## config.mk

```make
export PLATFORM = sky130hd
export DESIGN_NAME = alu_multiciclo
export DESIGN_NICKNAME = d
export VERILOG_FILES = /design/src/rtl/alu_multiciclo.sv
export SDC_FILE = /design/constraint.sdc
export NUM_CORES = 1
export LEC_CHECK = 0
export ABC_AREA = 1
export ABC_CLOCK_PERIOD_IN_PS = 3800
export BUFFER_PORTS_ARGS = -buffer_cell sky130_fd_sc_hd__buf_4
export CAP_MARGIN = 20
export CORE_ASPECT_RATIO = 1.75
export CORE_UTILIZATION = 57
export DETAILED_ROUTE_END_ITERATION = 16
export GPL_ROUTABILITY_DRIVEN = 0
export PLACE_DENSITY = 0.77
export SETUP_SLACK_MARGIN = 0.02
export SLEW_MARGIN = 20
export SYNTH_ARGS = -nofsm -noshare
export SYNTH_HDL_FRONTEND = slang
export SYNTH_SLANG_ARGS = --single-unit
```

## constraint.sdc

```tcl
create_clock -name clk -period 3.8 [get_ports clk]
set_input_delay 0 -clock clk [delete_from_list [all_inputs] [get_ports clk]]
set_output_delay 0 -clock clk [all_outputs]
set_load 0.02 [all_outputs]
```

## src/rtl/alu_multiciclo.sv

```systemverilog
// Multi-cycle ALU for the EX stage.
// Logic, arithmetic and compare operations complete in one step.
// Shifts are done iteratively, one bit per cycle.
//
// state | meaning
// IDLE  | ready for a request; an accepted request is latched here
// SHIFT | iterative shift in progress, cnt = bit positions still to shift
// DONE  | Result/Zero valid, done pulse high for this single cycle
module alu_multiciclo #(
  parameter int WIDTH = 32
) (
  input  logic             clk,
  input  logic             rst_n,
  input  logic             start,
  output logic             ready,
  input  logic [3:0]       Op,
  input  logic [WIDTH-1:0] A,
  input  logic [WIDTH-1:0] B,
  output logic [WIDTH-1:0] Result,
  output logic             Zero,
  output logic             done
);

  localparam int SW = $clog2(WIDTH);

  localparam logic [3:0] OP_ADD  = 4'b0000;
  localparam logic [3:0] OP_SUB  = 4'b0001;
  localparam logic [3:0] OP_AND  = 4'b0010;
  localparam logic [3:0] OP_OR   = 4'b0011;
  localparam logic [3:0] OP_SLL  = 4'b0100;
  localparam logic [3:0] OP_SRL  = 4'b0101;
  localparam logic [3:0] OP_SRA  = 4'b0110;
  localparam logic [3:0] OP_XOR  = 4'b0111;
  localparam logic [3:0] OP_SLT  = 4'b1000;
  localparam logic [3:0] OP_SLTU = 4'b1001;

  typedef enum logic [1:0] {
    IDLE  = 2'd0,
    SHIFT = 2'd1,
    DONE  = 2'd2
  } state_t;

  state_t           state;
  logic [3:0]       op_q;
  logic [WIDTH-1:0] acc;
  logic [SW-1:0]    cnt;

  logic [SW-1:0]    shamt;
  logic             is_shift;
  logic [WIDTH-1:0] alu_res;
  logic [WIDTH-1:0] acc_nxt;

  assign shamt    = B[SW-1:0];
  assign is_shift = (Op == OP_SLL) || (Op == OP_SRL) || (Op == OP_SRA);

  // Single-step result; shifts only land here with shamt=0, so they pass A through.
  always_comb begin
    alu_res = A + B;
    case (Op)
      OP_SUB:  alu_res = A - B;
      OP_AND:  alu_res = A & B;
      OP_OR:   alu_res = A | B;
      OP_XOR:  alu_res = A ^ B;
      OP_SLT:  alu_res = {{(WIDTH-1){1'b0}}, ($signed(A) < $signed(B))};
      OP_SLTU: alu_res = {{(WIDTH-1){1'b0}}, (A < B)};
      OP_SLL,
      OP_SRL,
      OP_SRA:  alu_res = A;
      default: alu_res = A + B;
    endcase
  end

  // One-bit shift of the accumulator for the latched shift kind.
  always_comb begin
    acc_nxt = {acc[WIDTH-1], acc[WIDTH-1:1]};
    case (op_q)
      OP_SLL:  acc_nxt = {acc[WIDTH-2:0], 1'b0};
      OP_SRL:  acc_nxt = {1'b0, acc[WIDTH-1:1]};
      default: acc_nxt = {acc[WIDTH-1], acc[WIDTH-1:1]};
    endcase
  end

  // Control FSM with registered ready/done/Result/Zero.
  always_ff @(posedge clk) begin
    if (!rst_n) begin
      state  <= IDLE;
      ready  <= 1'b1;
      done   <= 1'b0;
      Result <= '0;
      Zero   <= 1'b1;
      op_q   <= OP_ADD;
      acc    <= '0;
      cnt    <= '0;
    end else begin
      done <= 1'b0;
      case (state)
        IDLE: begin
          if (start) begin
            op_q  <= Op;
            ready <= 1'b0;
            if (is_shift && (shamt != '0)) begin
              acc   <= A;
              cnt   <= shamt;
              state <= SHIFT;
            end else begin
              Result <= alu_res;
              Zero   <= (alu_res == '0);
              done   <= 1'b1;
              state  <= DONE;
            end
          end
        end
        SHIFT: begin
          acc <= acc_nxt;
          cnt <= cnt - 1'b1;
          if (cnt == SW'(1)) begin
            Result <= acc_nxt;
            Zero   <= (acc_nxt == '0);
            done   <= 1'b1;
            state  <= DONE;
          end
        end
        DONE: begin
          ready <= 1'b1;
          state <= IDLE;
        end
        default: begin
          ready <= 1'b1;
          state <= IDLE;
        end
      endcase
    end
  end

endmodule

```

Yosys cells after proc, flatten, opt, wreduce, memory -nomap -nowiden. Index checks and enable logic that the tools add are counted.

Input bits: 71. Bits in writable memories: 0. Bits in read-only memories: 0. Memories: 0. Latch bits: 0. Register bits after elaboration: 78. Output and inout bits: 35.

Bitwise gates (word level): 4. Mux-type cells: 26. Shifts and indexed selects: 0. Equality and inequality tests: 17. Divide/modulo/power cells: 0. Order comparisons: 2. Reduce and logical (&&, ||, !) cells: 14. $add $sub $neg: 3. $mul: 0.

Operator list (number): $pmux W32 S7 (1); $pmux W32 S2 (3); $mux W32 (5); $logic_not A32 Y1 (2); $lt A32 B32 Y1 (2); $add A32 B32 Y32 (1); $and A32 B32 Y32 (1); $or A32 B32 Y32 (1); $sub A32 B32 Y32 (1); $xor A32 B32 Y32 (1); $eq A4 B3 Y1 const B (6); $mux W5 (2); $pmux W5 S2 (1); $eq A4 B2 Y1 const B (2); $eq A4 B4 Y1 const B (2); $ne A2 B2 Y1 const B (4); $mux W1 (7); $mux W2 (3); $pmux W1 S2 (3); $reduce_and A2 Y1 (3); $eq A5 B1 Y1 const B (1); $reduce_bool A5 Y1 (1); $sub A5 B1 Y5 const B (1); $eq A4 B1 Y1 const B (1); 10 further kinds (11).

Logic depth before layout (Yosys ltp). Gate-level depths: netlist of run 1.

Word-level depth: 7. Mapped depth: 23. Gate-level depth less buffers: 23.

Least setup slack after synthesis of run 1. Ideal clock, no wire load.

Path type: input to register. Start point: input A[0]. End point: register Zero. Data arrival time: 1845 ps. Library setup time: 58 ps. Setup slack: 1897 ps. Stages on the path: 21. Cell sequence: inv_1 ha_1 inv_1 fa_1 nand2_1 nand2_1 nand3_1 nand2_2 nand2_1 nand2_1 nand2_1 nand3_1 nand3_1 nand2_1 nor2_1 nand2_1 nor2_1 nand4_1 nand2_1 nand2_1 nand2_1.

Longest elaborated chain between the ends: 6. Elaborated cells between the ends (all ways): 12. Classes of those cells: add/sub (2); order compare (2); mux (4); bitwise (3); reduce/logical (1).

Ends and longest elaborated chain: from (decl) (RTL line 17) `input logic [WIDTH-1:0] A,`; $add A32 B32 Y32, or another cell as far along (RTL line 69) `default: alu_res = A + B;`; $pmux W32 S7 (*) (RTL line 59) `case (Op)`; $logic_not A32 Y1 (*) (RTL line 107) `Zero <= (alu_res == '0);`; $mux W1 (*) (RTL line 101) `if (is_shift && (shamt != '0)) begin`; $mux W1 (*) (RTL line 98) `if (start) begin`; $pmux W1 S2 (*) (RTL line 96) `case (state)`; to (signal assigned) (RTL line 107); to (signal assigned) (RTL line 118) `Zero <= (acc_nxt == '0);`; to (decl) (RTL line 20) `output logic Zero,`.

Mark *: on every way between the ends. The rest lies on a longest branch, timed or not. The select of a mux whose other input is x is not followed. A chain may end at the register's enable or synchronous reset.

Worst setup path in the final report of run 1.
Start point: input A[22]. End point: register Zero.

The elaborated chain is that of the path after synthesis.

==> results.ini, run 1 <==
[status]
status=finished, final reports clean

[routing]
drc=0
wl_um=42100
dr.pass1.iters=9
via_count=13100
vias_per_cell=6.01
wl_per_cell_um=19.3
detail-route-antenna-nets=0
drt_iter0_drc=1254

[synthesis]
synth.area.top_cells=nand2_1, dfxtp_1, ha_1
synthXorXnorAreaFrac_pct=0.250
synth_seq_cells=78
synthCells=1878
syn_nets=2049
ys_warn_count=0
ys_async_sr_fraction_pct=0
avgSynthCellArea_um2=5.61
syn_area_um2=10500
synth_mux_area_share_pct=1.05
yosys.area_share.simple_pct=38.9
synth_top_area_share_pct=19.8
yosysUniqueCellTypes=45
synth-compound-area-share_pct=17.9
synthAdderAreaFrac_pct=12.0
synth-edff-count=0
yosys.area.top_type=nand2_1
synth_top_family_by_area=simple AND/OR/NAND/NOR gates
synth_seq_area_share_pct=14.8
synth_top_flop_cell=dfxtp_1

[pwr]
p_total_w=0.00343
leakage_nw=6.30
power_density_nw_per_um2=293
worst_ir_drop_vdd_mv=0.397

[clock_tree]
cts_root_buf=clkbuf_16
cts.repair.resized=0
insertion_delay_ns=0.34
path_clk_slew_ns=0.06
cts_tree=built
cts_setup_buffers=0
numCtsBuffers=9
htree_levels=3
cts_sinks=78
clock_path_buffers=2

[die]
dieArea_um2=19000
start_util_pct=58.3
dieWidth_um=105
coreArea_um2=18100
io_pins=106
rows=65
chipHeight_um=182

[finish]
fin_nets=2112
multi_input_area_um2=7380
design_area_um2=11700
fillCellCount=1834
seq_area_um2=1560
drive_gt1_share_pct=8.79
area_delta_synth_final_pct=11.3
diodes=0
final_common_cell=nand2_1
final_cell_mix=nand2_1, inv_1, nor2_1, nand3_1, o21ai_0

[critical_path]
crit_type=in -> reg
r2r_start=op_q[2]
critPathLaunchType=input pin
startpoint=A[22]
rrSetupSlack_ns=1.02
crit_path_end=Zero
timing.rr.end=Zero
crit_path_max_fanout=10
r2r_cells=14
crit_required_ns=4.08
worstSetupEndpointType=register
critPathArrivalTime_ns=3.59

[grt]
grt_pass1_vias=12600
antenna_found_initial=0
grt_max_degree=74
grt.overflow.total=0
grt_pass1_wl_um=64600
track_usage_pct=44.0

[timing]
max_freq_ghz=0.302
rsz0062_at_grt=false
post-route-period-util_pct=87.1
period_needed_ns=3.31
setup_violations=0
setup-tns-final_ns=0
clock_skew_ns=0.00696
slew_viol_final=0
finalHoldViolations=0
max-slew-margin-rel_pct=38.1
tightest_slew_ns=0.927

[run]
drv_cap=0

[placed_design]
hpwlAfterDp_um=32500
postPlaceCellArea_um2=11200
portBuffers=105

[min_path]
min_path_type=in -> reg

==> where the power goes <==
part	total (W)	switching, W	internal, W
logic	0.00156	0.00107	0.000499
registers	0.000949	0.0000534	0.000896
clock network	0.000917	0.000327	0.000591
total	0.00343	0.00145	0.00199
==> synthesized netlist by cell type (7+ instances only) <==
cell type,instances
nor2_1,167
inv_1,294
a221oi_1,9
nand4_1,28
buf_6,9
buf_2,29
o21bai_1,9
clkbuf_1,27
nand2_1,556
dfxtp_1,78
a21oi_1,73
o22ai_1,30
mux2i_1,11
nor2_2,7
nor3_1,16
ha_1,98
buf_4,14
a31oi_1,60
nand3_1,158
or2_2,19
a211oi_1,7
o21ai_0,128
==> metal layers <==
| layer | wire length, µm | up-vias | global-route usage [%] |
|---|---|---|---|
| met5 | 0 | - | 0 |
| met4 | 4860 | 0 | 44.9 |
| met3 | 4080 | 312 | 11.7 |
| met2 | 19200 | 809 | 72.9 |
| met1 | 14000 | 5793 | 43.1 |
| li1 | - | 6187 | - |
==> timing repair <==
action / CTS / global route
endpoints found under the hold margin: 19 / 0
hold buffers: 19 / 0
setup endpoints to repair: 0 / 0
==> area by class of cell <==
cell class / instances / share of cell area, %
inverter: 300 / 9.61
clock buffer: 12 / 2.10
sequential: 78 / 13.3
clock inverter: 3 / 0.587
multi-input combinational: 1420 / 63.0
timing repair buffer: 132 / 8.86
tap: 234 / 2.50
==> flip-flops by register name, summed over array words and instances (netlist names) <==
name and count:
ready 1, Result 32, op_q 4, Zero 1
cnt 5, done 1, state 2, acc 32
==> kinds of logic (layout without fill, tap and decap cells) <==
family / Yosys count / count (layout)
AND/OR/NAND/NOR: 975 / 975
buffers and inverters: 380 / 447
AO/OA/AOI/OAI: 331 / 331
adder cells (fa/ha/maj): 100 / 100
flip-flops: 78 / 78
multiplexers: 11 / 11
XOR/XNOR: 3 / 3
==> worst max-delay path, stage by stage <==
cell and delay [ns]:
dlygate4sd3_1 0.55, buf_4 0.16, inv_1 0.06, ha_1 0.68, nand2_1 0.18, nor2_1 0.29
nand2_1 0.20, nor2_1 0.12, nand2_1 0.23, nand3_1 0.14, nand2_1 0.05, nand3_1 0.08
nand3_1 0.20, nor2_1 0.14, nand2_1 0.06, nor2_1 0.09, nand4_1 0.12, nand2_1 0.09
nand2_1 0.05, nand2_1 0.08
==> how the worst min path moves through the flow <==
| stage | cells after the start | slack (ns) | to | startpoint |
|---|---|---|---|---|
| 3_3_place_gp | 3 | 0.32 | op_q[1] | Op[1] |
| 2_1_floorplan | 2 | 0.14 | op_q[1] | Op[1] |
| 6_report | 3 | 0.0009 | acc[11] | A[11] |
| 5_1_grt | 3 | 0.02 | acc[11] | A[11] |
| 4_1_cts | 3 | 0.0005 | acc[11] | A[11] |
| 3_5_place_dp | 3 | 0.32 | op_q[1] | Op[1] |
==> through the flow <==
| step | hold slack, ns | utilization, % | worst slack, ns | instances |
|---|---|---|---|---|
| floorplan | 0.140 | - | 1.90 | 1878 |
| CTS | 0.000541 | 64.9 | 0.818 | 2179 |
| detailed placement | 0.324 | 62.1 | 1.01 | 2145 |
| finish | 0.000948 | 64.9 | 0.489 | 2179 |
| global placement | 0.316 | 62.1 | 1.05 | 2145 |
| global route | 0.0165 | 64.9 | 0.410 | 2179 |
(Power assumes the default switching activity.)
==> run 2, diff against run 1 <==
- REMOVE_ABC_BUFFERS: not set -> 1
==> results.ini, run 2 (synthesis results as in run 1) <==
[critical_path]
crit_path_max_fanout=9  ; was 10
startpoint=A[20]  ; was A[22]
r2r_start=op_q[2]  ; unchanged
crit_required_ns=4.09  ; was 4.08 ns
crit_type=in -> reg  ; unchanged
r2r_cells=14  ; unchanged
critPathLaunchType=input pin  ; unchanged
timing.rr.end=Zero  ; unchanged
max_stage_delay_ns=0.53  ; was 0.68 ns
cp_slowest_cell=dlygate4sd3_1  ; was ha_1
worstSetupEndpointType=register  ; unchanged
cp_common_cell=nand2_1  ; unchanged
crit_path_end=Zero  ; unchanged
critPathArrivalTime_ns=3.75  ; was 3.59 ns
crit_chain=dlygate4sd3_1 > buf_4 > inv_1 > ha_1 > nor2_1 > nand2_1 > nor2_1 > nand3_1 > nand3_1 > nand2_1 > nand3_1 > nand3_1 > nor2_1 > nand2_1 > nor2_1 > nand4_1 > nand2_1 > nand2_1 > nand2_1  ; was dlygate4sd3_1 > buf_4 > inv_1 > ha_1 > nand2_1 > nor2_1 > nand2_1 > nor2_1 > nand2_1 > nand3_1 > nand2_1 > nand3_1 > nand3_1 > nor2_1 > nand2_1 > nor2_1 > nand4_1 > nand2_1 > nand2_1 > nand2_1
rrSetupSlack_ns=0.95  ; was 1.02 ns

[routing]
vias_per_cell=6.08  ; was 6.01
via_count=13300  ; was 13100
wl_per_cell_um=19.5  ; was 19.3 µm
drc=0  ; unchanged
drt_iter0_drc=1391  ; was 1254
dr.pass1.iters=8  ; was 9
detail-route-antenna-nets=0  ; unchanged
wl_um=42600  ; was 42100 µm

[clock_tree]
cts.repair.resized=0  ; unchanged
cts_root_buf=clkbuf_16  ; unchanged
path_clk_slew_ns=0.07  ; was 0.06 ns
cts_tree=built  ; unchanged
clock_path_buffers=2  ; unchanged
htree_levels=3  ; unchanged
numCtsBuffers=9  ; unchanged
insertion_delay_ns=0.35  ; was 0.34 ns
cts_sinks=78  ; unchanged

[grt]
grt_util_met2_pct=73.5  ; was 72.9%
grt_busiest_layer=met2  ; unchanged
grt.overflow.total=0  ; unchanged
antenna_found_initial=1  ; was 0
gr-usage-met3_pct=11.5  ; was 11.7%
use_met1_pct=45.1  ; was 43.1%
grt_pass1_vias=12700  ; was 12600
track_usage_pct=44.5  ; was 44.0%
grt_pass1_wl_um=65500  ; was 64600 µm
grt_max_degree=74  ; unchanged

[finish]
drive_gt1_share_pct=8.96  ; was 8.79%
fin_nets=2120  ; was 2112
final_cell_mix=nand2_1, inv_1, nor2_1, nand3_1, o21ai_0  ; unchanged
final_common_cell=nand2_1  ; unchanged
reg_top3=Result (32), acc (32), cnt (5)  ; unchanged
diodes=0  ; unchanged
area_delta_synth_final_pct=12.0  ; was 11.3%

[die]
dieArea_um2=19000  ; unchanged
rows=65  ; unchanged
start_util_pct=58.3  ; unchanged
coreArea_um2=18100  ; unchanged
io_pins=106  ; unchanged
chipHeight_um=182  ; unchanged
dieWidth_um=105  ; unchanged

[min_path]
hold_depth=3  ; unchanged
min_path_type=in -> reg  ; unchanged

[timing]
setup-tns-final_ns=0  ; unchanged
setup_violations=0  ; unchanged
post-route-period-util_pct=91.0  ; was 87.1%
clock_skew_ns=0.00676  ; was 0.00696 ns
period_needed_ns=3.46  ; was 3.31 ns
max_freq_ghz=0.289  ; was 0.302 GHz
max-slew-margin-rel_pct=41.8  ; was 38.1%
rsz0062_at_grt=false  ; unchanged
tightest_slew_ns=0.870  ; was 0.927 ns
slew_viol_final=0  ; unchanged
finalHoldViolations=0  ; unchanged

[pwr]
leakage_nw=6.33  ; was 6.30 nW
power_density_nw_per_um2=288  ; was 293 nW/µm²
p_total_w=0.00340  ; was 0.00343 W
worst_ir_drop_vdd_mv=0.336  ; was 0.397 mV

[placed_design]
hpwlAfterDp_um=32300  ; was 32500 µm
portBuffers=105  ; unchanged

[run]
drv_cap=0  ; unchanged

[status]
status=finished, final reports clean  ; unchanged

run 2: how the worst min path moves through the flow:
stage	from	slack [ns]	to
floorplan	rst_n	0.14	Result[10]
global placement	B[3]	0.31	cnt[3]
detailed placement	A[9]	0.32	acc[9]
CTS	A[13]	0.002	acc[13]
global route	A[13]	0.01	acc[13]
finish	A[13]	0.004	acc[13]
run 2: where the power goes:
part           switching [W]  total (W)  internal [W]
clock network       0.000398   0.000858      0.000460
logic                0.00108    0.00159      0.000511
registers          0.0000531   0.000948      0.000895
total                0.00153    0.00340       0.00187
run 2: repair_timing:
item / 4_1_cts / 5_1_grt
hold buffers: 26 / 0
setup endpoints to repair: 0 / 0
setup buffers: 0 / 0
endpoints found under the hold margin: 26 / 0
run 2: layout make-up:
class                      count  area (µm²)
fill                        1854        6260
tap                          234         293
sequential                    78        1560
clock inverter                 7        65.1
multi-input combinational   1420        7380
timing repair buffer         140        1140
clock buffer                   9         225
inverter                     300        1130
run 2: stage by stage:
stage	std cells	hold WS [ns]	worst slack (ns)	util [%]	cell area (µm²)
floorplan	1798	0.138	0.951	-	10100
global placement	2146	0.306	1.03	62.3	11200
detailed placement	2146	0.320	1.01	62.3	11200
CTS	2188	0.00176	0.789	65.3	11800
global route	2188	0.0106	0.195	65.3	11800
finish	2188	0.00410	0.344	65.3	11800
run 2: critical path, delay by kind of cell:
kind                       cells  cell delay (ns)
adders and majority gates      1             0.44
and+or+nand+nor               15             2.58
buffers and inverters          3             0.74
run 2: layer usage:
layer	routed length [µm]	share of wire, %
met5	0	0
met4	4810	11
met3	4460	10
met2	19300	45
met1	14100	33
